**config.mk**
```make
export PLATFORM = sky130hd
export DESIGN_NAME = spi_ram_host
export DESIGN_NICKNAME = d
export VERILOG_FILES = /design/src/rtl/spi_ram_pkg.sv /design/src/rtl/spi_shift_reg.sv /design/src/rtl/spi_ram_host.sv
export SDC_FILE = /design/constraint.sdc
export NUM_CORES = 1
export LEC_CHECK = 0
export ABC_AREA = 1
export CAP_MARGIN = 20
export CORE_UTILIZATION = 40
export DETAILED_ROUTE_END_ITERATION = 16
export PLACE_DENSITY = 0.68
export SYNTH_ARGS = -nofsm -noshare
export SYNTH_HDL_FRONTEND = slang
export SYNTH_HIERARCHICAL = 1
export SYNTH_SLANG_ARGS = --single-unit
```
**constraint.sdc**
```tcl
create_clock -name clk -period 1.5 [get_ports clk]
set_clock_uncertainty 0.05 [all_clocks]
set_input_delay 0.45 -clock clk [delete_from_list [all_inputs] [get_ports clk]]
set_output_delay 0.45 -clock clk [all_outputs]
set_load 0.03 [all_outputs]
```
**src/rtl/spi_ram_pkg.sv**
```systemverilog
// Shared definitions for the SPI RAM link (host and slave sides).
// Contents:
//   DEFAULT_ADDR_SIZE  - default RAM address/data width
//   CMD_*              - 2-bit command encodings carried in the frame MSBs
//   host_state_e       - host FSM state encoding
//   cnt_width()        - width of the host's shared bit/gap counter
package spi_ram_pkg;

    localparam int DEFAULT_ADDR_SIZE = 8;

    localparam logic [1:0] CMD_WR_ADDR = 2'b00;
    localparam logic [1:0] CMD_WR_DATA = 2'b01;
    localparam logic [1:0] CMD_RD_ADDR = 2'b10;
    localparam logic [1:0] CMD_RD_DATA = 2'b11;

    typedef enum logic [2:0] {
        ST_IDLE      = 3'd0,
        ST_SHIFT_OUT = 3'd1,
        ST_GAP       = 3'd2,
        ST_SHIFT_IN  = 3'd3,
        ST_DONE      = 3'd4
    } host_state_e;

    // One counter serves the frame bits, the read turnaround and the reply bits,
    // so it must hold the largest of ADDR_SIZE+1 and READ_GAP-1 (READ_GAP <= 15).
    function automatic int cnt_width(input int addr_size, input int read_gap);
        int max_v;
        max_v = (addr_size + 1 > read_gap) ? addr_size + 1 : read_gap;
        return $clog2(max_v + 1);
    endfunction

endpackage

```
**src/rtl/spi_shift_reg.sv**
```systemverilog
// Parallel-load, MSB-first shift register with serial in/out.
// Ports:
//   clk, rst_n  - clock, synchronous active-low reset
//   load, din   - parallel load (takes priority over shift)
//   shift, sin  - shift left by one, sin enters at bit 0
//   q           - register contents; q[WIDTH-1] is the serial output
module spi_shift_reg #(
    parameter int WIDTH = 10
) (
    input  logic             clk,
    input  logic             rst_n,
    input  logic             load,
    input  logic             shift,
    input  logic [WIDTH-1:0] din,
    input  logic             sin,
    output logic [WIDTH-1:0] q
);

    // Shift register storage: reset, load, shift or hold.
    always_ff @(posedge clk) begin
        if (!rst_n) begin
            q <= '0;
        end else if (load) begin
            q <= din;
        end else if (shift) begin
            q <= {q[WIDTH-2:0], sin};
        end else begin
            q <= q;
        end
    end

endmodule

```
**src/rtl/spi_ram_host.sv**
```systemverilog
// SPI initiator for the SPI slave / single-port RAM pair.
// Takes one RAM command per valid/ready handshake, sends it as a
// {cmd, payload} frame MSB-first on mosi under ss_n, and for read-data
// frames waits READ_GAP cycles, then collects an ADDR_SIZE-bit reply on miso.
// Ports:
//   clk, rst_n                      - clock, synchronous active-low reset
//   req_valid/req_ready/req_cmd/req_data - command request
//   rsp_valid/rsp_data              - read-data reply (one-cycle pulse / held)
//   ss_n, mosi, miso                - SPI lines (bit clock = clk)
module spi_ram_host
    import spi_ram_pkg::*;
#(
    parameter int ADDR_SIZE = DEFAULT_ADDR_SIZE,
    parameter int READ_GAP  = 2
) (
    input  logic                 clk,
    input  logic                 rst_n,
    input  logic                 req_valid,
    output logic                 req_ready,
    input  logic [1:0]           req_cmd,
    input  logic [ADDR_SIZE-1:0] req_data,
    output logic                 rsp_valid,
    output logic [ADDR_SIZE-1:0] rsp_data,
    output logic                 ss_n,
    output logic                 mosi,
    input  logic                 miso
);

    localparam int FRAME_W = ADDR_SIZE + 2;
    localparam int CNT_W   = cnt_width(ADDR_SIZE, READ_GAP);

    host_state_e            state_r;
    host_state_e            state_nxt_s;
    logic [CNT_W-1:0]       cnt_r;
    logic [CNT_W-1:0]       cnt_nxt_s;
    logic                   rd_data_r;
    logic                   ss_n_r;
    logic                   ss_n_nxt_s;
    logic                   rsp_valid_r;
    logic [ADDR_SIZE-1:0]   rsp_data_r;
    logic                   handshake_s;
    logic                   load_s;
    logic                   shift_s;
    logic                   sin_s;
    logic                   last_sample_s;
    logic [FRAME_W-1:0]     shreg_q_s;
    logic                   unused_s;

    assign req_ready     = (state_r == ST_IDLE);
    assign handshake_s   = req_valid && (state_r == ST_IDLE);
    assign sin_s         = (state_r == ST_SHIFT_IN) ? miso : 1'b0;
    assign last_sample_s = (state_r == ST_SHIFT_IN) && (cnt_r == '0);

    // The frame is shifted out with zeros entering at the bottom, so the MSB is
    // zero once the frame has left; the ADDR_SIZE reply bits never reach the top
    // two positions.  The register MSB therefore doubles as a glitch-free mosi.
    spi_shift_reg #(
        .WIDTH (FRAME_W)
    ) u_shreg (
        .clk   (clk),
        .rst_n (rst_n),
        .load  (load_s),
        .shift (shift_s),
        .din   ({req_cmd, req_data}),
        .sin   (sin_s),
        .q     (shreg_q_s)
    );

    assign mosi     = shreg_q_s[FRAME_W-1];
    assign unused_s = ^shreg_q_s[FRAME_W-2:ADDR_SIZE-1];

    // Next-state, counter and shifter control.
    always_comb begin
        state_nxt_s = state_r;
        cnt_nxt_s   = cnt_r;
        load_s      = 1'b0;
        shift_s     = 1'b0;
        case (state_r)
            ST_IDLE: begin
                if (req_valid) begin
                    state_nxt_s = ST_SHIFT_OUT;
                    cnt_nxt_s   = CNT_W'(FRAME_W - 1);
                    load_s      = 1'b1;
                end else begin
                    state_nxt_s = ST_IDLE;
                end
            end
            ST_SHIFT_OUT: begin
                shift_s = 1'b1;
                if (cnt_r == '0) begin
                    if (rd_data_r) begin
                        state_nxt_s = ST_GAP;
                        cnt_nxt_s   = CNT_W'(READ_GAP - 1);
                    end else begin
                        state_nxt_s = ST_DONE;
                        cnt_nxt_s   = '0;
                    end
                end else begin
                    cnt_nxt_s = cnt_r - 1'b1;
                end
            end
            ST_GAP: begin
                if (cnt_r == '0) begin
                    state_nxt_s = ST_SHIFT_IN;
                    cnt_nxt_s   = CNT_W'(ADDR_SIZE - 1);
                end else begin
                    cnt_nxt_s = cnt_r - 1'b1;
                end
            end
            ST_SHIFT_IN: begin
                shift_s = 1'b1;
                if (cnt_r == '0) begin
                    state_nxt_s = ST_DONE;
                end else begin
                    cnt_nxt_s = cnt_r - 1'b1;
                end
            end
            ST_DONE: begin
                state_nxt_s = ST_IDLE;
                cnt_nxt_s   = '0;
            end
            default: begin
                state_nxt_s = ST_IDLE;
                cnt_nxt_s   = '0;
            end
        endcase
        // ss_n is registered from the upcoming state so it lines up with mosi.
        if ((state_nxt_s == ST_SHIFT_OUT) || (state_nxt_s == ST_GAP) ||
            (state_nxt_s == ST_SHIFT_IN)) begin
            ss_n_nxt_s = 1'b0;
        end else begin
            ss_n_nxt_s = 1'b1;
        end
    end

    // FSM state and counter registers.
    always_ff @(posedge clk) begin
        if (!rst_n) begin
            state_r <= ST_IDLE;
            cnt_r   <= '0;
        end else begin
            state_r <= state_nxt_s;
            cnt_r   <= cnt_nxt_s;
        end
    end

    // Registered outputs and the latched read-data flag.
    always_ff @(posedge clk) begin
        if (!rst_n) begin
            rd_data_r   <= 1'b0;
            ss_n_r      <= 1'b1;
            rsp_valid_r <= 1'b0;
            rsp_data_r  <= '0;
        end else begin
            ss_n_r      <= ss_n_nxt_s;
            rsp_valid_r <= last_sample_s;
            if (handshake_s) begin
                rd_data_r <= (req_cmd == CMD_RD_DATA);
            end else begin
                rd_data_r <= rd_data_r;
            end
            // The final reply bit is taken straight from miso alongside the
            // seven already shifted in, so the byte is ready in DONE.
            if (last_sample_s) begin
                rsp_data_r <= {shreg_q_s[ADDR_SIZE-2:0], miso};
            end else begin
                rsp_data_r <= rsp_data_r;
            end
        end
    end

    assign ss_n      = ss_n_r;
    assign rsp_valid = rsp_valid_r;
    assign rsp_data  = rsp_data_r;

endmodule

```
==> metrics.md <==
| Metric | Value |
|---|---|
| Core Util, Final | between 50 and 60% |
| Vias in the first global route | ~1.1k |
| CTS max path bufs | 2 |
| Mean area per synthesized cell | between 7 and 8 um2 |
| Final Max Slew Viols | 0 |
| Rows | 20 |
| Clock sinks | 28 |
| Via density | ~4.7 |
| Port bufs | 25 |
| Synth top area share | 41.5% |
| Fin. Hold Viols | 0 |
| Share of cells above drive strength 1 | about a quarter |
| DR vias | about 1.3k |
| Arrival time at the worst endpoint | 1.08 ns |
| Max-cap violations | 0 |
| Post-synthesis sequential area ratio | approximately 42% |
| Leakage power | ~0.89 nW |
| Post-Route WL | 2.89 mm |
| Hold WC Path Type | reg2reg |
| Flop pwr share | a little under half |
| H-tree depth | 1 |
| Drt first pass iters | 4 |
| Hpwl dp | ~2.1 mm |
| Post-synthesis instance area | about 0.0014 mm2 |
| Max transition margin | between 80% and 90% |
| GR Overflow Total | 0 |
| # DRC | 0 |
| Fin crit period | approximately 1.6 ns |
| Post-Synthesis Cells | between 150 and 200 |
| Switching part of the total | roughly 33% |
| Core area | 0.00313 mm2 |
| Area Growth Syn to Fin | 34.3% |
| Setup WS post-layout | -0.0777 ns |
| Largest net degree at the start of global routing | 16 |
| Nets | roughly 250 |
| RD Place Congestion | about 0.87 |
| Multi-input combinational cell area | approximately 680 um2 |
| Outcome | complete, but fails checks |
| Post-route cell area | ~0.0018 mm2 |
| YS warnings | 6 |
| Crit start category | flop |
| Die area | between 0.003 and 0.004 mm2 |
| Crit Path Max Fanout | 2 |
| Comb power frac | 31.0% |
| Yosys top cell by area | dfxtp_1 |
| Worst-Margin Slew | approximately 0.24 ns |
| Critical-path cell list | nor3_4 > buf_6 |
| Crit path required time | 1.00 ns |
| WHS | 0.431 ns |
| Clock transition at path regs | about 0.16 ns |
| Clock power share | about a fifth |
| WL per Instance | 10.6 um |
| Placed inst area | approximately 0.0017 mm2 |
| # hold bufs at CTS | 0 |
| Total GRT Usage | approximately 17% |
| Fin crit share | 105% |
| Synth top area cells | dfxtp_1 (42%), nand2_1 (14%), nand3_1 (8.5%), inv_1 (5.8%), nor2_1 (5.8%) |
| Worst skew pair latency | approximately 0.33 ns |
| Most common cell after layout, fill and taps aside | nand2_1 |
| Antenna-violating nets left | 0 |
| CTS Buf Count | 3 |
| CP max stage delay | 0.38 ns |
| Storage element area | about 570 um2 |
| R2r setup slk | around 0.060 ns |
| Crit-path slowest cell | dfxtp_4 |
| Critical path type | reg2out |
| Boundary pin count | 26 |
| Mapped Nets | 206 |
| Fmax achieved | between 600 and 700 MHz |
| Die height | roughly 60 um |
| First-pass GRT wire length | roughly 4.8 mm |
| Die W | about 60 um |
| Initial antenna violation count | 0 |
| Root Buffer Master | clkbuf_4 |
| RSZ-0062 raised after global routing | true |
| P_int | 1.18 mW |
| Fillers | 305 |
| Commonest cells after routing, fill and taps aside | nand2_1 (51), dfxtp_1 (24), nand3_1 (23) |
| Final setup TNS | -0.0777 ns |
| Critical Path Sink Type | output pin |
| DRT iter0 DRCs | 56 |
| Number of diodes | 0 |
| Psw | 573 uW |
| Max rail drop VDD | between 800 and 900 uV |
| CTS tree | yes |
| Yosys reg bits | 28 |
| Netlist cell types | 24 |
| Setup violators final | 1 |
| Violated checks | setup timing |
| Pwr Density | 970 mW/mm2 |
| Initial Utilization | 43.2% |
==> path summary, 6_finish.rpt <==
path | from | end | cells past startpoint
min reg2reg | cnt_r[0] | cnt_r[0] | 2
min | cnt_r[0] | cnt_r[0] | 2
max reg2reg | state_r[0] | u_shreg/q[8] | 9
max | state_r[0] | req_ready | 2
==> routing by layer <==
layer / global-route usage (%) / vias up / part of all wire [%]
li1: - / 677 / -
met1: 21.6 / 578 / 46
met2: 29.4 / 31 / 49
met3: 5.63 / 4 / 4.4
met4: 3.65 / 0 / 0.73
met5: 0 / - / 0
==> cells by family (layout without fill, tap and decap cells) <==
logic type	after synthesis	in the layout	synth area share, %
AO/OA/AOI/OAI	21	21	8.80
flip-flops	28	28	41.5
AND/OR/NAND/NOR	107	108	36.3
buffers and inverters	31	70	10.8
adder cells (fa/ha/maj)	2	2	1.85
XOR/XNOR	1	1	0.649
==> synth_stat cells (all sizes together) <==
master   n
ha       2
clkinv   1
o21ai    9
a31oi    1
a211oi   1
inv     25
clkbuf   2
xor2     1
nand2   55
buf      3
nand3   24
nor3     2
dfxtp   28
nor2    26
a21oi   10
==> flip-flops by register name, summed over array words and instances, names as in the netlist <==
signal	count
ss_n	1
cnt_r	4
state_r	3
rd_data_r	1
u_shreg/q	10
rsp_data	8
rsp_valid	1
==> power groups by stage <==
stage | Clock [mW] | Sequential [mW] | Combinational [mW]
6_report | 0.371 | 0.841 | 0.545
5_1_grt | 0.419 | 0.849 | 0.607
4_1_cts | 0.379 | 0.841 | 0.483
3_5_place_dp | 0 | 0.859 | 0.468
3_3_place_gp | 0 | 0.860 | 0.463
2_1_floorplan | 0 | 0.865 | 0.315
==> through the flow <==
step                      instances  setup slack, ns  power [mW]
final                           274          -0.0777        1.76
after detailed placement        265           -0.145        1.33
after floorplan                 190          0.00694        1.18
after CTS                       271          -0.0893        1.70
after global placement          265           -0.138        1.32
after global routing            274           -0.132        1.87
==> cell type report <==
class | instances | area share, %
clock buffer | 4 | 2.00
inverter | 26 | 6.21
multi-input combinational | 132 | 37.5
sequential | 28 | 31.5
tap | 44 | 3.04
timing repair buffer | 40 | 19.7
==> timing repair <==
action / 4_1_cts / 5_1_grt
gates resized for setup: 7 / 18
endpoints found under the hold margin: 0 / 0
buffers inserted: 2 / 2
gates cloned: 0 / 1
setup endpoints to repair: 2 / 14
pin swaps: 1 / 4
==> critical path, delay by kind of cell (launching register included) <==
| family | cells | cell delay [ns] |
|---|---|---|
| buf+inv | 1 | 0.16 |
| simple gates | 1 | 0.21 |
| flops | 1 | 0.38 |
(Power assumes the default switching activity.)
